File: src/rtl/alu_arbiter.sv
// Two-requester arbiter in front of one shared 32-bit ALU, with one operation in flight at a time.
// Define ALU_ARB_FIXED_PRIO_EN to make requester 0 always win ties; otherwise ties are round-robin.
module alu_arbiter (
    input  logic        clk,
    input  logic        rst,
    input  logic        req0_valid,
    output logic        req0_ready,
    input  logic [3:0]  req0_op,
    input  logic [31:0] req0_a,
    input  logic [31:0] req0_b,
    input  logic [4:0]  req0_shamt,
    input  logic        req1_valid,
    output logic        req1_ready,
    input  logic [3:0]  req1_op,
    input  logic [31:0] req1_a,
    input  logic [31:0] req1_b,
    input  logic [4:0]  req1_shamt,
    output logic        rsp0_valid,
    input  logic        rsp0_ready,
    output logic [31:0] rsp0_result,
    output logic        rsp0_zero,
    output logic        rsp0_err,
    output logic        rsp1_valid,
    input  logic        rsp1_ready,
    output logic [31:0] rsp1_result,
    output logic        rsp1_zero,
    output logic        rsp1_err
);
    localparam logic [3:0] OP_AND = 4'b0000;
    localparam logic [3:0] OP_OR  = 4'b0001;
    localparam logic [3:0] OP_ADD = 4'b0010;
    localparam logic [3:0] OP_SUB = 4'b0110;
    localparam logic [3:0] OP_SLT = 4'b0111;
    localparam logic [3:0] OP_NOR = 4'b1100;
    localparam logic [3:0] OP_SLL = 4'b1101;
    localparam logic [3:0] OP_SRL = 4'b1110;

    typedef enum logic [0:0] {IDLE = 1'b0, RESP = 1'b1} state_t;

    state_t      state_r;
    logic        owner_r;
    logic [3:0]  op_r;
    logic [31:0] a_r;
    logic [31:0] b_r;
    logic [4:0]  shamt_r;
`ifndef ALU_ARB_FIXED_PRIO_EN
    logic        last_r;
`endif

    logic        grant0_s;
    logic        grant1_s;
    logic        act0_s;
    logic        act1_s;
    logic [31:0] alu_res_s;
    logic        alu_err_s;

    // Grant selection; only offered while idle and out of reset.
    always_comb begin
        grant0_s = 1'b0;
        grant1_s = 1'b0;
        if (!rst && state_r == IDLE) begin
`ifdef ALU_ARB_FIXED_PRIO_EN
            grant0_s = req0_valid;
            grant1_s = req1_valid && !req0_valid;
`else
            // last_r high means requester 1 was granted last, so 0 wins a tie.
            grant0_s = req0_valid && (!req1_valid || last_r);
            grant1_s = req1_valid && (!req0_valid || !last_r);
`endif
        end else begin
            grant0_s = 1'b0;
            grant1_s = 1'b0;
        end
    end

    assign req0_ready = grant0_s;
    assign req1_ready = grant1_s;

    // Shared ALU, fed only from the captured operands.
    always_comb begin
        alu_res_s = 32'd0;
        alu_err_s = 1'b0;
        case (op_r)
            OP_AND:  alu_res_s = a_r & b_r;
            OP_OR:   alu_res_s = a_r | b_r;
            OP_ADD:  alu_res_s = a_r + b_r;
            OP_SUB:  alu_res_s = a_r - b_r;
            OP_SLT:  alu_res_s = (a_r < b_r) ? 32'd1 : 32'd0;
            OP_NOR:  alu_res_s = ~(a_r | b_r);
            OP_SLL:  alu_res_s = a_r << shamt_r;
            OP_SRL:  alu_res_s = a_r >> shamt_r;
            default: begin
                alu_res_s = 32'd0;
                alu_err_s = 1'b1;
            end
        endcase
    end

    assign act0_s = (state_r == RESP) && (owner_r == 1'b0);
    assign act1_s = (state_r == RESP) && (owner_r == 1'b1);

    // Response outputs are forced to zero unless that requester owns the pending result.
    always_comb begin
        rsp0_valid  = act0_s;
        rsp1_valid  = act1_s;
        rsp0_result = 32'd0;
        rsp0_zero   = 1'b0;
        rsp0_err    = 1'b0;
        rsp1_result = 32'd0;
        rsp1_zero   = 1'b0;
        rsp1_err    = 1'b0;
        if (act0_s) begin
            rsp0_result = alu_res_s;
            rsp0_zero   = (alu_res_s == 32'd0);
            rsp0_err    = alu_err_s;
        end else begin
            rsp0_result = 32'd0;
        end
        if (act1_s) begin
            rsp1_result = alu_res_s;
            rsp1_zero   = (alu_res_s == 32'd0);
            rsp1_err    = alu_err_s;
        end else begin
            rsp1_result = 32'd0;
        end
    end

    // Control FSM and operand capture.
    always_ff @(posedge clk or posedge rst) begin
        if (rst) begin
            state_r <= IDLE;
            owner_r <= 1'b0;
            op_r    <= 4'd0;
            a_r     <= 32'd0;
            b_r     <= 32'd0;
            shamt_r <= 5'd0;
`ifndef ALU_ARB_FIXED_PRIO_EN
            last_r  <= 1'b1;
`endif
        end else begin
            case (state_r)
                IDLE: begin
                    if (grant0_s) begin
                        op_r    <= req0_op;
                        a_r     <= req0_a;
                        b_r     <= req0_b;
                        shamt_r <= req0_shamt;
                        owner_r <= 1'b0;
                        state_r <= RESP;
`ifndef ALU_ARB_FIXED_PRIO_EN
                        last_r  <= 1'b0;
`endif
                    end else if (grant1_s) begin
                        op_r    <= req1_op;
                        a_r     <= req1_a;
                        b_r     <= req1_b;
                        shamt_r <= req1_shamt;
                        owner_r <= 1'b1;
                        state_r <= RESP;
`ifndef ALU_ARB_FIXED_PRIO_EN
                        last_r  <= 1'b1;
`endif
                    end else begin
                        state_r <= IDLE;
                    end
                end
                RESP: begin
                    if ((act0_s && rsp0_ready) || (act1_s && rsp1_ready)) begin
                        state_r <= IDLE;
                    end else begin
                        state_r <= RESP;
                    end
                end
                default: state_r <= IDLE;
            endcase
        end
    end
endmodule

File: config.mk
export PLATFORM = sky130hd
export DESIGN_NAME = alu_arbiter
export DESIGN_NICKNAME = d
export VERILOG_FILES = /design/src/rtl/alu_arbiter.sv
export SDC_FILE = /design/constraint.sdc
export NUM_CORES = 1
export LEC_CHECK = 0
export CORE_ASPECT_RATIO = 0.5
export CORE_MARGIN = 10
export CORE_UTILIZATION = 30
export DETAILED_ROUTE_END_ITERATION = 12
export PLACE_DENSITY = 0.62
export SYNTH_ARGS = -nofsm -noshare
export SYNTH_HDL_FRONTEND = slang
export SYNTH_SLANG_ARGS = --single-unit
File: constraint.sdc
create_clock -name clk -period 4.15 [get_ports clk]
set_input_delay 1.0375 -clock clk [delete_from_list [all_inputs] [get_ports clk]]
set_output_delay 1.0375 -clock clk [all_outputs]
set_load 0.005 [all_outputs]
After elaboration in Yosys (flattened, before gate mapping)
Index checks and enable logic that the tools add are counted.
{ "word_totals": {"in_bits": 152, "register_bits": 76, "wordCells": 68} }
{ "op_classes": {"n_lt_le_gt_ge": 1, "add_sub_neg": 2, "bitwise": 5, "mux": 25, "shift": 2, "reduce_logical": 19, "eq_ne": 7} }
{ "op_table": {"columns": ["cell", "count"], "rows": [
  ["one-hot mux 32 bit (8 select lines)", 1],
  ["two-way mux 32 bit", 6],
  ["adder 32 bit", 1],
  ["AND 32 bit", 1],
  ["zero test 32 bit", 1],
  ["less-than comparator 32 bit", 1],
  ["inverter 32 bit", 1],
  ["OR 32 bit", 1],
  ["left shift 32 x 5 -> 32 bit", 1],
  ["right shift 32 x 5 -> 32 bit", 1],
  ["subtractor 32 bit", 1],
  ["two-way mux 1 bit", 13],
  ["equality test 4 bit, second input constant", 3],
  ["two-way mux 5 bit", 2],
  ["equality test 4 x 3 -> 1 bit, second input constant", 2],
  ["two-way mux 4 bit", 2],
  ["OR reduction 8 bit", 1],
  ["logical AND 1 bit", 7],
  ["equality test 4 x 1 -> 1 bit, second input constant", 1],
  ["equality test 4 x 2 -> 1 bit, second input constant", 1],
  ["zero test 1 bit", 4],
  ["zero test 4 bit", 1],
  ["logical OR 1 bit", 3],
  ["inverter 1 bit", 2],
  ["other kinds (3)", 3]
]} }

Depth between registers and ports, before layout
Gate-level depths: netlist of run 1.
{ "depth": {"word_depth": 7, "ltp_mapped": 15, "mapped_depth_nobuf": 13} }

Worst setup path before layout of run 1
Ideal clock, no wire load.
{ "synth_timing": {"path_kind": "register to output", "start": "register a_r[8]", "end": "output rsp0_zero", "slack_ps": -464, "arrival_time_ps": 3577, "stages_incl_launch_ff": 15, "required_ps": 3113, "path_cell_list": "dfrtp_1 > clkbuf_1 > inv_1 > ha_1 > buf_2 > or4_1 > or3_1 > a21oi_1 > o311ai_1 > nand2_1 > or4_1 > a2111oi_0 > a211oi_1 > or4b_1 > nor4_1"} }
{ "synth_between": {"elab_chain_len": 5, "elab_cells_between_ends": 12, "classes_between": "add/sub (2); order compare (1); shift (2); mux (3); bitwise (3); reduce/logical (1)"} }
{ "synth_lines": {"columns": ["item", "line_no", "text"], "rows": [
  ["start: declaration", "43", "logic [31:0] a_r;"],
  ["start signal: assignment", "145", "a_r <= req0_a;"],
  ["start signal: assignment", "155", "a_r <= req1_a;"],
  ["less-than comparator 32 bit or OR 32 bit (tied branches)", "88, 85, 89", null],
  ["two-way mux 1 bit or inverter 32 bit (tied branches)", "88, 89", null],
  ["one-hot mux 32 bit (8 select lines) (*)", "83", "case (op_r)"],
  ["zero test 32 bit (*)", "114", "rsp0_zero = (alu_res_s == 32'd0);"],
  ["two-way mux 1 bit (*)", "112", "if (act0_s) begin"],
  ["end: declaration", "21", "output logic rsp0_zero,"]
]} }
Mark *: on every way between the ends. The rest lies on a longest branch, timed or not.

Final worst setup path of run 1
{ "layout_timing": {"start": "register a_r[7]", "end": "output rsp1_zero"} }
{ "layout_between": {"elab_chain_len": 5, "elab_cells_between_ends": 12, "classes_between": "add/sub (2); order compare (1); shift (2); mux (3); bitwise (3); reduce/logical (1)"} }
{ "layout_lines": {"columns": ["item", "line_no", "text"], "rows": [
  ["less-than comparator 32 bit or OR 32 bit (tied branches)", "88, 85, 89", null],
  ["two-way mux 1 bit or inverter 32 bit (tied branches)", "88, 89", null],
  ["one-hot mux 32 bit (8 select lines) (*)", "83", null],
  ["zero test 32 bit (*)", "121", "rsp1_zero = (alu_res_s == 32'd0);"],
  ["two-way mux 1 bit (*)", "119", "if (act1_s) begin"],
  ["end: declaration", "26", "output logic rsp1_zero,"]
]} }
Marks and branches as above.

==> results of run 1 <==
## placed cells by master, fill, tap and decap left out, types with 26 or more instances in the layout
master           instances
inv_1                  100
buf_12                  37
clkdlybuf4s50_1        157
o21ai_0                 46
nand3_1                 32
buf_2                   48
mux2_2                  26
nor3_1                  29
buf_4                  787
o211ai_1                33
dfrtp_1                 64
a21oi_1                167
nand2_1                134
nor2_1                 243
ha_1                    77
mux2i_1                164
nor2b_1                 33
buf_6                   79
## metal layers
metal  GRT usage  vias to the layer above  share of wire
li1            -                     9100              -
met1       0.529                    10200           0.46
met2       0.482                     1184           0.39
met3       0.124                      165           0.14
met4      0.0679                        6          0.022
met5           0                        -        0.00038
## what timing repair did
item,4_1_cts,5_1_grt
hold buffers,0,0
setup endpoints to repair,66,66
cloned,3,0
setup buffers,77,39
pin swaps,135,76
gates resized for setup,619,150
## kinds of logic after synthesis
kind of cell	Yosys count
adders and majority gates	106
muxes	241
AOI/OAI and AO/OA	567
and+or+nand+nor	671
xor gates and xnor gates	19
DFF	76
buffers and inverters	269
## area by class of cell
class                   instances  area [um2]
well taps                     627         785
multi-input cells            1604       13200
repair buffers               1127        9590
fillers                      4343       19500
inverters                     116         440
clock buffers                  10         239
diodes                          2        5.00
clock inverters                 6        40.0
flip-flops and latches         76        1920
## synthesized netlist by cell type, drive strengths merged, types with 10 or more instances
cell type,n,share of area
inv,115,0.031
nand2b,15,0.0067
mux4,18,0.029
o21ai,78,0.028
mux2,37,0.030
o31ai,17,0.0091
mux2i,186,0.13
ha,104,0.093
o22ai,27,0.012
clkbuf,101,0.027
nor2b,38,0.017
a21oi,195,0.070
a221oi,11,0.0069
nand2,142,0.038
o211ai,33,0.018
nand3,37,0.013
a211oi,33,0.018
a221o,11,0.0079
a2111oi,10,0.0067
dfrtp,75,0.13
a211o,12,0.0075
buf,52,0.018
or2,12,0.0054
xnor2,16,0.010
a31oi,16,0.0071
nand4,18,0.0080
nor2,275,0.074
a21boi,10,0.0054
a22oi,28,0.015
nor4,25,0.012
and2,16,0.0071
nor3,47,0.017
## stage by stage
stage	cell area [um2]	TNS, ns
after floorplan	14200	-0.356
after global placement	23100	-29.94
after detailed placement	23100	-29.82
after CTS	25400	-22.35
after global routing	26200	-28.18
final	26200	-22.77
## worst max-delay path, cell delays in order (launching register included)
cell and delay, ns:
dfrtp_2 0.40, inv_1 0.10, ha_4 0.22, or4_4 0.53, or3_4 0.36, a21oi_4 0.19
o311ai_4 0.12, buf_6 0.16, nand2_4 0.07, buf_6 0.11, or4_4 0.13, a2111oi_4 0.06
buf_4 0.16, a211oi_4 0.25, or4b_4 0.55, nor4_4 0.28, buf_2 0.16
## sequential cells by signal, summed over array words and instances, names as in the netlist
signal,count
a_r,32
state_r,1
b_r,32
shamt_r,5
op_r,4
last_r,1
owner_r,1
## path summary, 6_finish.rpt
kind | startpoint | to | slack [ns] | cells after the start
worst max-delay path | a_r[7]$_DFFE_PP0P_ | rsp1_zero | -1.12 | 16
worst min-delay path | owner_r$_DFFE_PP0P_ | owner_r$_DFFE_PP0P_ | 0.54 | 2
worst max register to register | state_r$_DFF_PP0_ | a_r[13]$_DFFE_PP0P_ | 1.61 | 6
worst min register to register | owner_r$_DFFE_PP0P_ | owner_r$_DFFE_PP0P_ | 0.54 | 2
max in group asynchronous | rst | a_r[12]$_DFFE_PP0P_ | 2.32 | 3
min in group asynchronous | rst | b_r[11]$_DFFE_PP0P_ | 1.11 | 2
==> metrics, run 1 <==
Die H roughly 170 um; First-pass DRT Iterations 6; largest net degree at the start of global routing roughly 150; Post-synth EDFFs 0; Synth async-reset ratio 1.00; failing checks setup timing; initial antenna violation count 8; post-synthesis compound-gate area fraction 0.265; fin util 0.574; vias in the first global route just under 20000; Post-Syn Instances a little under 2000; outcome finished, violations left; Final Skew 0.00509 ns; share of cells above drive strength 1 0.462; clock latency on the worst-skew pair 0.35 ns; HP Class reg -> reg; total core area ~46000 um2; WS Path Type reg -> out; overall global routing resource usage 0.357; worst setup margin -1.12 ns; HPWL after DPL 88800 um; clock tree sinks 76; Port Buf Inserts approximately 220; initial DRC count 2632; Max-Cap Viols 0; first-pass GRT wire length 147000 um; number of placement rows 55; commonest register cell after synthesis dfrtp_1; Worst-Margin Slew between 1 and 1.5 ns; Critical Path RT 3.11 ns; mux contribution to synthesized area 0.192; CTS Buffer Depth 2; Slew Limit Fails 0; post-route ant nets 0; Critical Path AT ~4.2 ns; synth unique cells 87; drt total wl 107000 um; clock buffer count from CTS 9; largest family of logic cells by synthesized area compound AO/OA/AOI/OAI gates; fin cells 3568; synthesized flop and latch total 76; max_slew headroom 0.319; DRC violations left 0; Synthesis Warnings 0; Ports 224; crit end category primary output; via count 20700; CP max FO 2; final setup fails 56; Die Wd 326 um; post-synthesis sequential area ratio 0.136; die area 56300 um2; crit start category flop; mapped cell area 14000 um2; pre-CTS setup slack -1.35 ns; CTS clk-pin slew, worst paths 0.06 ns; RePlAce Congestion ~1.0; Cells after DPL 3456; Root Buffer clkbuf_16; Max Fclk between 0.15 and 0.2 GHz; worst-case hold slack 0.541 ns; RSZ-0062 raised after global routing yes; Final Cycle Share 1.27; TritonCTS clock tree yes; Final nets 3192; WL per Instance 29.9 um; Post-Synth XOR/XNOR Area 0.0119; Synth Area per Inst 7.19 um2; GRT overflow 0; Initial Util 0.307; Vias/cell slightly below 6; Synth Area in Adders 0.0957; area delta synth->final 87.1%; Tmin final roughly 5.3 ns; Final Hold Fails 0; Synth Net Count 2207; simple logic cell fraction of the synthesized area 0.223; H-tree levels 3
Power of run 1 is not shown: default switching activity piles up to over one toggle a cycle in this logic, so the estimate is an artifact.
==> run 2: changes to the inputs <==
Settings changed: CAP_MARGIN set to 30.
==> results of run 2 <==
The final DEF is identical to that of run 1; final timing and power are the same.
Power of run 2 is left out for the same reason.
==> run 3: changes to the inputs <==
Settings changed: HOLD_SLACK_MARGIN set to 0.06, PLACE_DENSITY 0.62 to not set, PLACE_DENSITY_LB_ADDON set to 0.25.
==> run 3 against run 2 <==
The flow still finishes with violations (setup timing). Non-clock buffer count rose by 15. Die area did not move. Core utilization rose by 0.90 points. Via count fell by 1.4%. Final cell count rose by 0.50%. Critical path depth rose by 4. Flip-flop and latch count did not move. Maximum frequency fell by 0.64%. Final area rose by 1.6%. Routed wire length fell by 2.3%. Critical path type unchanged.
==> metrics, run 3 (synthesized netlist as in run 1, its figures left out) <==
RePlAce Congestion 1.09 (+4.9%); Ports 224 (unchanged); CTS Buffer Depth 2 (unchanged); HP Class reg -> reg; CP max FO 3 (+1); share of cells above drive strength 1 0.480 (+0.0176); Vias/cell 5.69 (-1.9%); Final Cycle Share 1.28 (+0.00812); initial antenna violation count 9 (+1); TritonCTS clock tree yes; Worst-Margin Slew 0.789 ns (-0.219 ns); via count 20400 (-1.4%); Critical Path AT 4.27 ns (+0.03 ns); Post-DP Area 23100 um2 (about the same); DRC violations left 0 (unchanged); overall global routing resource usage 0.348 (-0.00869); Max-Cap Viols 0 (unchanged); H-tree levels 3 (unchanged); WL per Instance 29.0 um (-2.8%); largest registers a_r (32), b_r (32), shamt_r (5); crit start category flop; Cells after DPL 3461 (+0.14%); Final Skew 0.00911 ns (+0.00402 ns); final setup fails 58 (+3.6%); die area 56300 um2 (unchanged); commonest cells after routing, fill and taps aside buf_4 (779), nor2_1 (241), a21oi_1 (164); largest net degree at the start of global routing 148 (unchanged); Final Hold Fails 0 (unchanged); fin cells 3586 (+0.50%); failing checks setup timing; WS Path Type reg -> out; worst setup margin -1.16 ns (-0.0337 ns); post-route cell area 26600 um2 (+1.6%); Critical Path RT 3.11 ns (about the same); pre-CTS setup slack -1.57 ns (-0.215 ns); total core area 45700 um2 (unchanged); initial DRC count 2435 (-7.5%); RSZ-0062 raised after global routing yes; clock latency on the worst-skew pair 0.36 ns (about the same); Die Wd 326 um (unchanged); post-route ant nets 0 (unchanged); first-pass GRT wire length 144000 um (-2.0%); area delta synth->final 90.1%; GRT overflow 0 (unchanged); Root Buffer clkbuf_16; Initial Util 0.307 (unchanged); Die H 173 um (unchanged); Slew Limit Fails 0 (unchanged); CTS clk-pin slew, worst paths 0.07 ns (about the same); outcome finished, violations left; Final nets 3207 (+0.47%); max_slew headroom 0.467 (+0.148); Port Buf Inserts 223 (unchanged); number of placement rows 55 (unchanged); commonest non-fill, non-tap cell in the layout buf_4; First-pass DRT Iterations 5 (-1); clock tree sinks 76 (unchanged); Max Fclk 0.188 GHz (-0.64%); clock buffer count from CTS 9 (unchanged); drt total wl 104000 um (-2.3%); HPWL after DPL 86600 um (-2.5%); fin util 0.583 (+0.00895); vias in the first global route 19400 (+0.24%); Tmin final 5.31 ns (+0.0337 ns); crit end category primary output
run 3: repair_timing:
item	in CTS	in global routing
hold buffers	0	0
gates resized for setup	604	233
setup endpoints to repair	66	66
cloned	1	0
setup buffers	95	40
pin swaps	124	101
run 3: per-layer routing:
| metal | vias to the layer above | GRT usage | routed length (um) |
|---|---|---|---|
| met1 | 10100 | 0.499 | 47200 |
| met3 | 135 | 0.145 | 14100 |
| met2 | 1004 | 0.468 | 40300 |
| met4 | 4 | 0.0783 | 2500 |
| met5 | - | 0 | 19 |
| li1 | 9137 | - | - |
run 3: final timing paths:
check | from | endpoint | slack (ns) | cells past startpoint
setup / recovery | b_r[0]$_DFFE_PP0P_ | rsp0_zero | -1.16 | 20
hold / removal | owner_r$_DFFE_PP0P_ | owner_r$_DFFE_PP0P_ | 0.52 | 2
hold reg to reg | owner_r$_DFFE_PP0P_ | owner_r$_DFFE_PP0P_ | 0.52 | 2
max in group asynchronous | rst | last_r$_DFFE_PP1P_ | 2.31 | 3
min in group asynchronous | rst | a_r[9]$_DFFE_PP0P_ | 1.15 | 2
setup reg to reg | state_r$_DFF_PP0_ | a_r[12]$_DFFE_PP0P_ | 1.88 | 6
run 3: area by class of cell:
type                            instances  area [um2]
Fill cell                            4349       19100
Multi-Input combinational cell       1604       13400
Antenna cell                            5        12.5
Timing Repair Buffer                 1142        9750
Clock buffer                           12         246
Sequential cell                        76        1930
Clock inverter                          4        97.6
Tap cell                              627         785
Inverter                              116         439
run 3: worst max-delay path, cell delays in order (launching register included):
cell and delay [ns]:
dfrtp_1 0.41, buf_4 0.15, buf_6 0.11, buf_6 0.11, ha_4 0.15, fa_2 0.36
o21bai_1 0.17, nand2_1 0.14, buf_6 0.14, a211oi_2 0.22, buf_4 0.16, buf_12 0.11
a211oi_4 0.04, a21boi_1 0.18, or4_1 0.17, nand3_2 0.11, nor4bb_4 0.33, nand4_1 0.18
buf_4 0.19, nor4_4 0.27, buf_2 0.18
run 3: stage by stage:
| stage | TNS (ns) | hold slack, ns |
|---|---|---|
| 2_1_floorplan | -0.356 | 0.480 |
| 3_3_place_gp | -33.62 | 0.501 |
| 3_5_place_dp | -32.39 | 0.505 |
| 4_1_cts | -22.54 | 0.521 |
| 5_1_grt | -28.32 | 0.551 |
| 6_report | -22.26 | 0.522 |
Power of run 3 is left out for the same reason.
